## config.mk

```make
export PLATFORM = sky130hd
export DESIGN_NAME = light_show_sequencer_flat
export DESIGN_NICKNAME = d
export VERILOG_FILES = /design/src/rtl/light_show_sequencer_pkg.sv /design/src/rtl/light_show_sequencer_if.sv /design/src/rtl/light_show_sequencer_dwell_timer.sv /design/src/rtl/light_show_sequencer.sv /design/src/flat_wrapper.sv
export SDC_FILE = /design/constraint.sdc
export NUM_CORES = 1
export LEC_CHECK = 0
export CAP_MARGIN = 20
export CORE_ASPECT_RATIO = 1.2
export CORE_MARGIN = 10
export CORE_UTILIZATION = 50
export CTS_CLUSTER_DIAMETER = 100
export DETAILED_ROUTE_END_ITERATION = 7
export MAX_ROUTING_LAYER = met4
export PLACE_DENSITY = 0.81
export SYNTH_ARGS = -nofsm -noshare
export SYNTH_HDL_FRONTEND = slang
export SYNTH_SLANG_ARGS = --single-unit
```

## constraint.sdc

```tcl
create_clock -name clk -period 3.84 [get_ports clk]
set_input_delay 0.384 -clock clk [delete_from_list [all_inputs] [get_ports clk]]
set_output_delay 0.384 -clock clk [all_outputs]
set_load 0.05 [all_outputs]
```

## src/rtl/light_show_sequencer_pkg.sv

```systemverilog
// Shared encodings for the light show sequencer: mode codes, FSM states and colour range.
// Used by the top and by the testbench.
package light_show_pkg;

    localparam logic [1:0] MODE_MANUAL = 2'b00;
    localparam logic [1:0] MODE_CYCLE  = 2'b01;
    localparam logic [1:0] MODE_BLINK  = 2'b10;
    localparam logic [1:0] MODE_SWEEP  = 2'b11;

    localparam logic [2:0] COLOUR_MIN = 3'd1;
    localparam logic [2:0] COLOUR_MAX = 3'd6;

    typedef enum logic [2:0] {
        ST_IDLE,
        ST_MANUAL,
        ST_CYCLE,
        ST_BLINK,
        ST_SWEEP
    } state_e;

    function automatic state_e mode_to_state(input logic [1:0] mode);
        case (mode)
            MODE_MANUAL: return ST_MANUAL;
            MODE_CYCLE:  return ST_CYCLE;
            MODE_BLINK:  return ST_BLINK;
            default:     return ST_SWEEP;
        endcase
    endfunction

    // Same 1..6 wrap the selector's colour counter applies on a button edge.
    function automatic logic [2:0] next_colour(input logic [2:0] c);
        return (c == COLOUR_MAX) ? COLOUR_MIN : c + 3'd1;
    endfunction

endpackage

```

## src/rtl/light_show_sequencer_if.sv

```systemverilog
// Control/status bundle between the user controls and the light show sequencer.
// Optional macro LIGHT_SHOW_HOLD_EN adds the hold input.
interface light_show_sequencer_if #(
    parameter int DWELL_W = 8
) ();

    logic               start;
    logic [1:0]         mode_sel;
    logic               stop;
    logic [DWELL_W-1:0] dwell;
    logic               man_button;
    logic               man_sel;
`ifdef LIGHT_SHOW_HOLD_EN
    logic               hold;
`endif
    logic               button;
    logic               sel;
    logic               busy;
    logic               done;
    logic [2:0]         colour_shadow;

    modport master (
        output start, mode_sel, stop, dwell, man_button, man_sel,
`ifdef LIGHT_SHOW_HOLD_EN
        output hold,
`endif
        input  button, sel, busy, done, colour_shadow
    );

    modport slave (
        input  start, mode_sel, stop, dwell, man_button, man_sel,
`ifdef LIGHT_SHOW_HOLD_EN
        input  hold,
`endif
        output button, sel, busy, done, colour_shadow
    );

endinterface

```

## src/rtl/light_show_sequencer_dwell_timer.sv

```systemverilog
// Reloading down-counter that paces the timed modes; tick marks a step boundary.
// A load in the same cycle is seen immediately so a dwell of 1 ticks on the start cycle.
module dwell_timer #(
    parameter int W = 8
) (
    input  logic         clk,
    input  logic         rst,
    input  logic         load,
    input  logic [W-1:0] load_val,
    input  logic         run,
    output logic         tick
);

    logic [W-1:0] cnt_q;
    logic [W-1:0] cnt_d;
    logic [W-1:0] cur;

    always_comb begin
        cur   = load ? load_val : cnt_q;
        tick  = run && (cur == '0);
        cnt_d = cur;
        if (run) begin
            cnt_d = tick ? load_val : cur - W'(1);
        end
    end

    always_ff @(posedge clk) begin
        if (rst) begin
            cnt_q <= '0;
        end else begin
            cnt_q <= cnt_d;
        end
    end

endmodule

```

## src/rtl/light_show_sequencer.sv

```systemverilog
// Mode controller driving button/sel of the lights selector, with a shadow of its colour counter.
// Optional macro LIGHT_SHOW_HOLD_EN enables the hold input that freezes the timed modes.
module light_show_sequencer
    import light_show_pkg::*;
#(
    parameter int DWELL_W     = 8,
    parameter int SWEEP_STEPS = 6
) (
    input  logic                  clk,
    input  logic                  rst,
    light_show_sequencer_if.slave bus
);

    localparam int STEP_W = $clog2(SWEEP_STEPS + 1);

    state_e             state_q, state_d, state_eff;
    logic [DWELL_W-1:0] dwell_q, dwell_d, dwell_eff, load_val;
    logic [STEP_W-1:0]  step_q, step_d;
    logic               button_q, button_d;
    logic               sel_q, sel_d;
    logic               busy_q, busy_d;
    logic               done_q, done_d;
    logic [2:0]         colour_q, colour_d;
    logic               accept, timed, sweep_end, hold, run, tick;

`ifdef LIGHT_SHOW_HOLD_EN
    assign hold = bus.hold;
`else
    assign hold = 1'b0;
`endif

    // The timer also runs in the accepting cycle so the first step lands dwell cycles after start.
    always_comb begin
        accept    = (state_q == ST_IDLE) && bus.start && !bus.stop;
        dwell_eff = (bus.dwell == '0) ? DWELL_W'(1) : bus.dwell;
        load_val  = accept ? dwell_eff - DWELL_W'(1) : dwell_q - DWELL_W'(1);
        timed     = (state_q == ST_CYCLE) || (state_q == ST_BLINK) || (state_q == ST_SWEEP);
        sweep_end = (state_q == ST_SWEEP) && (step_q == STEP_W'(SWEEP_STEPS));
        run       = (accept && (bus.mode_sel != MODE_MANUAL))
                  || (timed && !hold && !bus.stop && !sweep_end);
    end

    dwell_timer #(
        .W (DWELL_W)
    ) u_timer (
        .clk      (clk),
        .rst      (rst),
        .load     (accept),
        .load_val (load_val),
        .run      (run),
        .tick     (tick)
    );

    always_comb begin
        state_eff = accept ? mode_to_state(bus.mode_sel) : state_q;
        state_d   = state_eff;
        dwell_d   = accept ? dwell_eff : dwell_q;
        step_d    = accept ? '0 : step_q;
        button_d  = 1'b0;
        sel_d     = sel_q;
        done_d    = 1'b0;
        case (state_eff)
            ST_IDLE: begin
                sel_d = 1'b1;
            end
            ST_MANUAL: begin
                if (!accept) begin
                    button_d = bus.man_button;
                    sel_d    = bus.man_sel;
                end
            end
            ST_CYCLE: begin
                sel_d    = 1'b1;
                button_d = tick;
            end
            ST_BLINK: begin
                if (tick) begin
                    sel_d = !sel_q;
                end
            end
            ST_SWEEP: begin
                button_d = tick;
                if (tick) begin
                    step_d = step_d + STEP_W'(1);
                end
                if (sweep_end && !hold) begin
                    state_d = ST_IDLE;
                    sel_d   = 1'b1;
                    done_d  = 1'b1;
                end
            end
            default: begin
                state_d = ST_IDLE;
            end
        endcase
        // Stop wins over a pulse, a sweep completion or anything else due this cycle.
        if (bus.stop && (state_q != ST_IDLE)) begin
            state_d  = ST_IDLE;
            button_d = 1'b0;
            sel_d    = 1'b1;
            done_d   = 1'b0;
        end
        busy_d = (state_d != ST_IDLE);
    end

    // Mirrors the selector: it leaves 0 on the first clock out of reset, then steps on button.
    always_comb begin
        colour_d = colour_q;
        if (colour_q == 3'd0) begin
            colour_d = COLOUR_MIN;
        end else if (button_q) begin
            colour_d = next_colour(colour_q);
        end
    end

    always_ff @(posedge clk) begin
        if (rst) begin
            state_q  <= ST_IDLE;
            dwell_q  <= '0;
            step_q   <= '0;
            button_q <= 1'b0;
            sel_q    <= 1'b1;
            busy_q   <= 1'b0;
            done_q   <= 1'b0;
            colour_q <= 3'd0;
        end else begin
            state_q  <= state_d;
            dwell_q  <= dwell_d;
            step_q   <= step_d;
            button_q <= button_d;
            sel_q    <= sel_d;
            busy_q   <= busy_d;
            done_q   <= done_d;
            colour_q <= colour_d;
        end
    end

    assign bus.button        = button_q;
    assign bus.sel           = sel_q;
    assign bus.busy          = busy_q;
    assign bus.done          = done_q;
    assign bus.colour_shadow = colour_q;

endmodule

```

## src/flat_wrapper.sv

```systemverilog
// flat-port wrapper written by rule: the top's interface ports become plain ports
module light_show_sequencer_flat import light_show_pkg::*;
#(
    parameter int DWELL_W     = 8,
    parameter int SWEEP_STEPS = 6
)
  (clk, rst, bus_start, bus_mode_sel, bus_stop, bus_dwell, bus_man_button, bus_man_sel, bus_button, bus_sel, bus_busy, bus_done, bus_colour_shadow);
  light_show_sequencer_if #(.DWELL_W(DWELL_W)) bus_i ();
  input  logic clk;
  input  logic rst;
  input wire logic [$bits(bus_i.start)-1:0] bus_start;
  input wire logic [$bits(bus_i.mode_sel)-1:0] bus_mode_sel;
  input wire logic [$bits(bus_i.stop)-1:0] bus_stop;
  input wire logic [$bits(bus_i.dwell)-1:0] bus_dwell;
  input wire logic [$bits(bus_i.man_button)-1:0] bus_man_button;
  input wire logic [$bits(bus_i.man_sel)-1:0] bus_man_sel;
  output wire logic [$bits(bus_i.button)-1:0] bus_button;
  output wire logic [$bits(bus_i.sel)-1:0] bus_sel;
  output wire logic [$bits(bus_i.busy)-1:0] bus_busy;
  output wire logic [$bits(bus_i.done)-1:0] bus_done;
  output wire logic [$bits(bus_i.colour_shadow)-1:0] bus_colour_shadow;
  assign bus_i.start = bus_start;
  assign bus_i.mode_sel = bus_mode_sel;
  assign bus_i.stop = bus_stop;
  assign bus_i.dwell = bus_dwell;
  assign bus_i.man_button = bus_man_button;
  assign bus_i.man_sel = bus_man_sel;
  assign bus_button = bus_i.button;
  assign bus_sel = bus_i.sel;
  assign bus_busy = bus_i.busy;
  assign bus_done = bus_i.done;
  assign bus_colour_shadow = bus_i.colour_shadow;
  light_show_sequencer #(.DWELL_W(DWELL_W), .SWEEP_STEPS(SWEEP_STEPS)) u_core (.clk(clk), .rst(rst), .bus(bus_i));
endmodule
```

==> metrics.md <==
| Metric | Value |
|---|---|
| Seq/Total Area, Yosys | `0.3011` |
| Max Freq | `273.3 MHz` |
| Count of input and output buffers | `22` |
| Slew Viols, Final | `0` |
| Most frequent cells in the layout | `nor2_1 (32), buf_4 (32), dfxtp_1 (29), clkdlybuf4s50_1 (22), nor3_1 (15)` |
| Final Hold Fails | `0` |
| Most frequent CP cell | `mux2i_1` |
| Synth warnings | `0` |
| First-pass GRT wire length | `roughly 8.7 mm` |
| Initial Util | `0.5263` |
| CP Launch Type | `primary input` |
| Nets | `311` |
| Vias/cell | `5.706` |
| PnR Total Power | `930.1 uW` |
| Buf/Inv on CP | `2` |
| Mapped Area | `between 1500 and 2000 um^2` |
| Worst min path class | `reg2reg` |
| Leakage power | `around 0.00098 uW` |
| DR WL/cell | `roughly 15 um` |
| Clk_skew | `0.005732 ns` |
| Aggregate global routing overflow | `0` |
| Worst-Margin Slew | `0.8223 ns` |
| Worst skew pair latency | `0.28 ns` |
| H-tree lvl count | `2` |
| Average size of a mapped cell | `8.067 um^2` |
| Drt total wl | `5.250 mm` |
| DR WL met2 | `2.666 mm` |
| CTS Buf Count | `5` |
| DIE AREA | `about 6800 um^2` |
| Fin cells | `340` |
| Core Footprint | `3664 um^2` |
| GP Congestion | `0.9341` |
| Peak fanout along the critical path | `5` |
| Fin Hold WS | `0.5237 ns` |
| Fin util | `0.6936` |
| Max layer used | `met4` |
| Std cell rows | `24` |
| Largest net degree at the start of global routing | `26` |
| Cell Pwr Density | `366.0 nW/um^2` |
| Syn Nets | `around 260` |
| CP endpoint kind | `register` |
| Met3 wire len | `255 um` |
| Clock root buffer | `clkbuf_8` |
| Tmin final | `about 3.7 ns` |
| Fin crit share | `0.9529` |
| VDD IR max | `0.2148 mV` |
| First-pass iteration count of the detailed router | `4` |
| EDFF count, synth | `0` |
| Die Wd | `between 70 and 80 um` |
| DIE HEIGHT | `88.03 um` |
| Number of diodes | `0` |
| CTS Buffer Depth | `2` |
| Overall Global Routing Usage | `0.1624` |
| Share of flip-flops with an asynchronous set or reset | `0` |
| Mapped Cells | `239` |
| Area Overhead vs Synth | `31.80%` |
| Metal-1 WL | `approximately 2.2 mm` |
| Outcome | `completed` |
| CP Data Required Time | `4.06 ns` |
| CP cell instances | `clkdlybuf4s50_1, or3b_1, buf_4, nor2_2, mux2i_1, ha_4, or3b_2, xnor2_1, mux2i_1, nand4_1, or2_4, o21a_1, a21oi_1` |
| Placed insts | `332` |
| 1st-iter DRT viols | `139` |
| Layout cells sized above 1 | `0.2118` |
| CP arrival | `3.87 ns` |
| Routed Antenna Nets | `0` |
| Seq cells post-synth | `29` |
| Post-DP HPWL | `between 3 and 4 mm` |
| Crit path largest cell delay | `0.47 ns` |
| CTS tree | `done` |
| Post-route DRC violation count | `0` |
| Critical path class | `in2reg` |
| Slew headroom | `0.4460` |
| Highest-delay cell along the critical path | `clkdlybuf4s50_1` |
| Max-Cap Viols | `0` |
| Post-synth top flop | `dfxtp_1` |
| Initial antenna violation count | `0` |
| CTS clk-pin slew, worst paths | `~0.06 ns` |
| Clk sinks | `29` |
| Vias post-DR | `1940` |
| Cell variety after synth | `53` |
| Top delay family on crit path | `simple AND/OR/NAND/NOR gates` |
| Vias in the first global route | `roughly 1900` |
| I/O pins | `23` |
| Final Setup Violations | `0` |
| Cts hold-fix bufs | `0` |
[path summary, 6_finish.rpt]
| kind | slack (ns) | cells after the start | start | to |
|---|---|---|---|---|
| setup / recovery | 0.18 | 13 | bus_start | u_core.u_timer.cnt_q[5] |
| hold / removal | 0.52 | 2 | u_core.dwell_q[7] | u_core.dwell_q[7] |
| setup reg to reg | 0.36 | 12 | u_core.state_q[1] | u_core.u_timer.cnt_q[5] |
| hold reg to reg | 0.52 | 2 | u_core.dwell_q[7] | u_core.dwell_q[7] |
[tightest hold or removal path: stages, from the launching register on]
cell     delay [ns]
dfxtp_1        0.31
mux2i_1        0.09
nor2_1         0.09
[state kept, by name, indices dropped and copies added (netlist names)]
signal and flops:
u_core.bus.sel 1, u_core.dwell_q 8, u_core.u_timer.cnt_q 8, u_core.bus.colour_shadow 3
u_core.step_q 3, u_core.bus.busy 1, u_core.state_q 3, u_core.bus.done 1
u_core.bus.button 1
[per-layer routing]
layer	vias to the layer above	global-route usage
li1	982	-
met1	904	0.1776
met2	45	0.2794
met3	9	0.03996
met4	0	0.06261
met5	-	-
[per-stage QoR]
stage / TNS (ns) / cell area (um^2) / worst slack, ns
after detailed placement: -1.127 / 2394 / -0.2180
after global placement: -0.4903 / 2394 / -0.1416
after global routing: -0.01517 / 2541 / -0.01517
after floorplan: 0 / 1928 / 0.1740
final: 0 / 2541 / 0.1809
after CTS: 0 / 2474 / 0.02586
[Yosys cell counts, types with 5 or more instances]
cell type,n,area [um^2]
nor2_1,33,123.9
dfxtp_1,29,580.6
a21oi_1,15,75.07
nor3_1,15,75.07
o21ai_0,13,65.06
mux2i_1,11,110.1
nand2_1,10,37.54
clkbuf_1,8,30.03
xnor2_1,8,70.07
a211oi_1,7,52.55
ha_1,6,75.07
inv_1,6,22.52
xor2_1,5,43.79
[what timing repair did]
item	4_1_cts	5_1_grt
setup buffers	0	2
resized for setup	1	14
pin swaps	0	4
setup endpoints to repair	1	11
[power by group]
part	internal, uW	switching, uW	leakage (uW)
Clock	119	116	0.0000399
Sequential	325	15.3	0.000237
Combinational	170	185	0.000707
Total	614	316	0.000984
[layout make-up]
cell class / count / area, um^2
clock inverter: 1 / 5.005
multi-input combinational: 193 / 1339
sequential: 29 / 580.6
clock buffer: 5 / 68.82
inverter: 6 / 22.52
fill: 309 / 1122
timing repair buffer: 54 / 460.4
tap: 52 / 65.06
[cells by family (layout without fill, tap and decap cells)]
family / after synthesis / after routing / share of synthesized area
buf+inv: 17 / 66 / 0.03504
simple gates: 102 / 102 / 0.2972
xor+xnor: 13 / 13 / 0.05905
fa+ha+maj: 6 / 6 / 0.03893
compound gates: 60 / 60 / 0.2057
flops: 29 / 29 / 0.3011
mux: 12 / 12 / 0.06295
No activity file was read; power rests on OpenSTA's default activity.
